### config.mk
export PLATFORM = sky130hd
export DESIGN_NAME = des_perm_pipe
export DESIGN_NICKNAME = d
export VERILOG_FILES = /design/src/rtl/des_perm_pipe.sv
export SDC_FILE = /design/constraint.sdc
export NUM_CORES = 1
export LEC_CHECK = 0
export BUFFER_PORTS_ARGS = -buffer_cell sky130_fd_sc_hd__buf_2
export CAP_MARGIN = 10
export CORE_ASPECT_RATIO = 0.7
export CORE_MARGIN = 3
export CORE_UTILIZATION = 49
export CTS_BUF_LIST = sky130_fd_sc_hd__clkbuf_16
export DETAILED_ROUTE_END_ITERATION = 6
export GPL_TIMING_DRIVEN = 0
export PLACE_DENSITY = 0.8
export REMOVE_ABC_BUFFERS = 1
export SYNTH_ARGS = -nofsm -noshare
export SYNTH_HDL_FRONTEND = slang
export SYNTH_SLANG_ARGS = --single-unit
export TNS_END_PERCENT = 50
### constraint.sdc
create_clock -name clk -period 4.19 [get_ports clk]
set_input_delay 1.257 -clock clk [delete_from_list [all_inputs] [get_ports clk]]
set_output_delay 1.257 -clock clk [all_outputs]
set_load 0.01 [all_outputs]
### src/rtl/des_perm_pipe.sv
// Pipelined DES IP/FP bit-permutation engine with valid/ready handshake and global stall.
// Optional output self-check enabled by defining DES_PERM_SELFCHECK_EN.
module des_perm_pipe #(
    parameter int unsigned PIPE_STAGES = 2,
    parameter int unsigned CNT_W       = 16
) (
    input  logic             clk,
    input  logic             rst,
    input  logic             in_valid,
    output logic             in_ready,
    input  logic             in_mode,
    input  logic [63:0]      in_data,
    output logic             out_valid,
    input  logic             out_ready,
    output logic             out_mode,
    output logic [63:0]      out_data,
    output logic [CNT_W-1:0] blk_cnt,
    output logic             chk_err
);

    // Entry i names the 1-indexed DES source bit for 1-indexed output bit i+1.
    localparam logic [6:0] IP_TAB [64] = '{
        7'd58, 7'd50, 7'd42, 7'd34, 7'd26, 7'd18, 7'd10, 7'd2,
        7'd60, 7'd52, 7'd44, 7'd36, 7'd28, 7'd20, 7'd12, 7'd4,
        7'd62, 7'd54, 7'd46, 7'd38, 7'd30, 7'd22, 7'd14, 7'd6,
        7'd64, 7'd56, 7'd48, 7'd40, 7'd32, 7'd24, 7'd16, 7'd8,
        7'd57, 7'd49, 7'd41, 7'd33, 7'd25, 7'd17, 7'd9,  7'd1,
        7'd59, 7'd51, 7'd43, 7'd35, 7'd27, 7'd19, 7'd11, 7'd3,
        7'd61, 7'd53, 7'd45, 7'd37, 7'd29, 7'd21, 7'd13, 7'd5,
        7'd63, 7'd55, 7'd47, 7'd39, 7'd31, 7'd23, 7'd15, 7'd7
    };

    localparam logic [6:0] FP_TAB [64] = '{
        7'd40, 7'd8, 7'd48, 7'd16, 7'd56, 7'd24, 7'd64, 7'd32,
        7'd39, 7'd7, 7'd47, 7'd15, 7'd55, 7'd23, 7'd63, 7'd31,
        7'd38, 7'd6, 7'd46, 7'd14, 7'd54, 7'd22, 7'd62, 7'd30,
        7'd37, 7'd5, 7'd45, 7'd13, 7'd53, 7'd21, 7'd61, 7'd29,
        7'd36, 7'd4, 7'd44, 7'd12, 7'd52, 7'd20, 7'd60, 7'd28,
        7'd35, 7'd3, 7'd43, 7'd11, 7'd51, 7'd19, 7'd59, 7'd27,
        7'd34, 7'd2, 7'd42, 7'd10, 7'd50, 7'd18, 7'd58, 7'd26,
        7'd33, 7'd1, 7'd41, 7'd9,  7'd49, 7'd17, 7'd57, 7'd25
    };

    // fp = 0 applies IP, fp = 1 applies FP; DES bit n lives at vector bit 64-n.
    function automatic logic [63:0] permute(input logic [63:0] d, input logic fp);
        logic [63:0] r;
        logic [6:0]  src;
        r = '0;
        for (int i = 0; i < 64; i++) begin
            src = fp ? FP_TAB[i] : IP_TAB[i];
            r[6'(63 - i)] = d[6'(7'd64 - src)];
        end
        return r;
    endfunction

    logic [PIPE_STAGES-1:0]       vld_q;
    logic [PIPE_STAGES-1:0]       mode_q;
    logic [PIPE_STAGES-1:0][63:0] data_q;
    logic [CNT_W-1:0]             cnt_q;
    logic                         stall;

    assign out_valid = vld_q[PIPE_STAGES-1];
    assign out_mode  = mode_q[PIPE_STAGES-1];
    assign out_data  = data_q[PIPE_STAGES-1];
    assign blk_cnt   = cnt_q;

    // Whole pipe freezes when the head is blocked; bubbles are never squeezed out.
    assign stall    = out_valid & ~out_ready;
    assign in_ready = ~stall;

    always_ff @(posedge clk or posedge rst) begin
        if (rst) begin
            vld_q[0]  <= 1'b0;
            mode_q[0] <= 1'b0;
            data_q[0] <= '0;
        end else if (!stall) begin
            vld_q[0] <= in_valid;
            if (in_valid) begin
                mode_q[0] <= in_mode;
                data_q[0] <= permute(in_data, in_mode);
            end
        end
    end

    for (genvar s = 1; s < PIPE_STAGES; s++) begin : g_delay
        always_ff @(posedge clk or posedge rst) begin
            if (rst) begin
                vld_q[s]  <= 1'b0;
                mode_q[s] <= 1'b0;
                data_q[s] <= '0;
            end else if (!stall) begin
                vld_q[s]  <= vld_q[s-1];
                mode_q[s] <= mode_q[s-1];
                data_q[s] <= data_q[s-1];
            end
        end
    end

    always_ff @(posedge clk or posedge rst) begin
        if (rst) begin
            cnt_q <= '0;
        end else if (out_valid && out_ready) begin
            cnt_q <= cnt_q + CNT_W'(1);
        end
    end

`ifdef DES_PERM_SELFCHECK_EN
    logic [PIPE_STAGES-1:0][63:0] orig_q;
    logic                         chk_err_q;
    logic                         mismatch;

    always_ff @(posedge clk or posedge rst) begin
        if (rst) begin
            orig_q[0] <= '0;
        end else if (!stall && in_valid) begin
            orig_q[0] <= in_data;
        end
    end

    for (genvar s = 1; s < PIPE_STAGES; s++) begin : g_orig
        always_ff @(posedge clk or posedge rst) begin
            if (rst) begin
                orig_q[s] <= '0;
            end else if (!stall) begin
                orig_q[s] <= orig_q[s-1];
            end
        end
    end

    // Inverting with the opposite table must recover the carried original block.
    assign mismatch = out_valid && (permute(out_data, ~out_mode) != orig_q[PIPE_STAGES-1]);

    always_ff @(posedge clk or posedge rst) begin
        if (rst) begin
            chk_err_q <= 1'b0;
        end else if (mismatch) begin
            chk_err_q <= 1'b1;
        end
    end

    assign chk_err = chk_err_q;
`else
    assign chk_err = 1'b0;
`endif

endmodule

==> results.md <==
* Outcome: finished clean
* Register bit total from synthesis at 84
* Worst relative slew slack at 38.6%
* Max Clock Skew at ~5.8 ps
* First DRT Iteration DRCs at 77
* First-pass GRT wire length at roughly 12 mm
* Post-route DRC violation count at 0
* Design Area, Final at roughly 4600 um2
* Slew @ Worst Pin at 922 ps
* Area growth, synth to finish at 14.3%
* DIE AREA at 9270 um2
* Antenna violations before repair at 0
* Synth cell types at 28
* Area leader, netlist: dfrtp_1
* Vias in the first global route at between 2k and 2.5k
* Final cell count without fillers at ~510
* Storage element area at between 2000 and 2500 um2
* Crit-path max FO at 14
* Hold Crit Class: flip-flop to flip-flop
* Synth top area share at about 53%
* Routed Antenna Nets at 0
* Die Y at around 81 um
* Wire per inst at 14.2 um
* Total GRT Usage at between 10% and 20%
* Row count at 26
* DP Area at between 4000 and 5000 um2
* TritonCTS Buffers at 9
* Setup violators final at 0
* Fillers at around 630
* DP Wirelength at between 5 and 6 mm
* Post-synthesis sequential area ratio at between 50% and 60%
* Leakage at ~2.2 nW
* Synth warn at 0
* Crit path DAT at 2030 ps
* Worst endpoint required time at approximately 2900 ps
* Max-slew violations at 0
* Largest net degree at the start of global routing at between 50 and 60
* Number of port buffers at around 100
* Post-synthesis cell count at between 300 and 400
* Max-cap violations at 0
* Ant diodes at 0
* Mapped cell area at about 4000 um2
* Final Util at between 60% and 70%
* Vias/cell at around 4.8
* Peak supply drop at a little under 400 uV
* Clock Tree Root: clkbuf_16
* GPL Wtd Cong at about 0.7
* RSZ-0062 raised after global routing: no
* Pwr Density at 509 nW/um2
* Setup bufs post-CTS at 0
* Vias after detailed routing at 2,442
* First-pass detailed-route iteration total at 4
* Synth top area cells: dfrtp_1 53%, buf_4 12%, mux2_2 9.6%, mux2i_1 7.5%, a21oi_1 3.8%
* Worst Hold Depth at 1
* Cts repair resizes at 0
* Peak Freq at a little over 300 MHz
* CTS Buffer Depth at 2
* I/O Pins at roughly 150
* Sink Count at 84
* H-Tree Level Count at 3
* Setup Crit Path Kind: input pin to primary output
* Gr ovfl total at 0
* Cells on worst reg2reg path at 5
* Leading cell type in the layout, fill and taps excluded: buf_2
* TNS Setup at 0 ps
* Crit start category: input pin
* Most frequent cells in the layout: 103 x buf_2, 84 x dfrtp_1, 34 x mux2_2
* Multi-input gate area at between 1000 and 1500 um2
* Nets at about 480
* Core region area at 7580 um2
* Worst-path clk slew at 50 ps
* Minimum clock period after layout at between 3000 and 4000 ps
* Hold Vio Cnt, Final at 0
* Placed cells at between 400 and 500
* Final WL at approximately 7.3 mm
* Layout cells sized above 1 at between 30% and 40%
* Clk_lat worst skew at approximately 330 ps
* Synth Area per Inst at between 10 and 15 um2
* DIE WIDTH at 114 um
* Starting density of the core at 52.6%
* Post-cts hold buffer count at 0
* Crit end category: primary output
* Final period util at 78.5%
* TritonCTS clock tree: built
## critical path, cell delays in order
cell	delay (ps)
buf_2	140
nor2b_4	420
inv_1	70
buf_2	150
## cell usage after synthesis (all sizes together)
master,instances
or3,1
mux2i,30
and2,1
inv,5
and3,1
nor3,3
xor2,5
nand2,5
mux2,37
conb,1
a21oi,30
a21o,1
and4,3
ha,1
dfrtp,84
clkbuf,1
nor2,33
nor2b,2
nand3,5
buf,79
nand4,3
or2,1
xnor2,10
## per-stage QoR
stage / power (mW) / hold WS [ps] / setup WS [ps]
detailed placement: 1.60 / 453 / 891
CTS: 2.36 / 465 / 892
global route: 2.46 / 476 / 822
finish: 2.32 / 462 / 902
floorplan: 1.37 / 440 / -845
global placement: 1.56 / 448 / -3690
## where the power goes
group	leakage, nW	switching [mW]	total (mW)	internal [mW]
clock network	0.138	0.290	0.742	0.452
logic	1.10	0.253	0.495	0.242
registers	0.961	0.107	1.08	0.975
## kinds of logic after synthesis
kind of cell             count (synthesis)  share of synthesized area (%)
adder cells (fa/ha/maj)                  1                          0.314
multiplexers                            67                           18.0
buffers and inverters                   85                           14.6
other                                    1                         0.0941
flip-flops                              84                           52.8
AND/OR/NAND/NOR                         58                           6.94
AO/OA/AOI/OAI                           31                           3.96
XOR/XNOR                                15                           3.30
## metal layers
| metal | global-route usage, % | vias up | routed length (um) |
|---|---|---|---|
| met1 | 19.4 | 1155 | 3030 |
| met2 | 27.7 | 81 | 3520 |
| met3 | 6.33 | 13 | 607 |
| met5 | 0 | - | 0 |
| met4 | 6.41 | 0 | 118 |
| li1 | - | 1193 | - |
## final timing paths
| check | from | to | slack [ps] |
|---|---|---|---|
| max in group asynchronous | rst | out_data[23]$_DFFE_PP0N_ | 2680 |
| setup reg to reg | out_valid$_DFFE_PP0N_ | mode_q[0]$_DFFE_PP0P_ | 1970 |
| min in group asynchronous | rst | blk_cnt[4]$_DFFE_PP0P_ | 930 |
| hold / removal | vld_q[0]$_DFFE_PP0N_ | out_valid$_DFFE_PP0N_ | 460 |
| setup / recovery | out_ready | in_ready | 900 |
| hold reg to reg | vld_q[0]$_DFFE_PP0N_ | out_valid$_DFFE_PP0N_ | 460 |
## cell type report
class | instances | share of cell area, %
Sequential cell | 84 | 46.2
Inverter | 5 | 0.467
Multi-Input combinational cell | 205 | 31.5
Clock buffer | 9 | 4.95
Clock inverter | 6 | 1.24
Timing Repair Buffer | 106 | 13.0
Tap cell | 98 | 2.69
## flip-flops by register name (all words and copies together) (netlist names)
signal,cells
out_mode,1
blk_cnt,16
mode_q,1
data_q,32
vld_q,1
out_data,32
out_valid,1
Power figures use the tool's default switching activity.
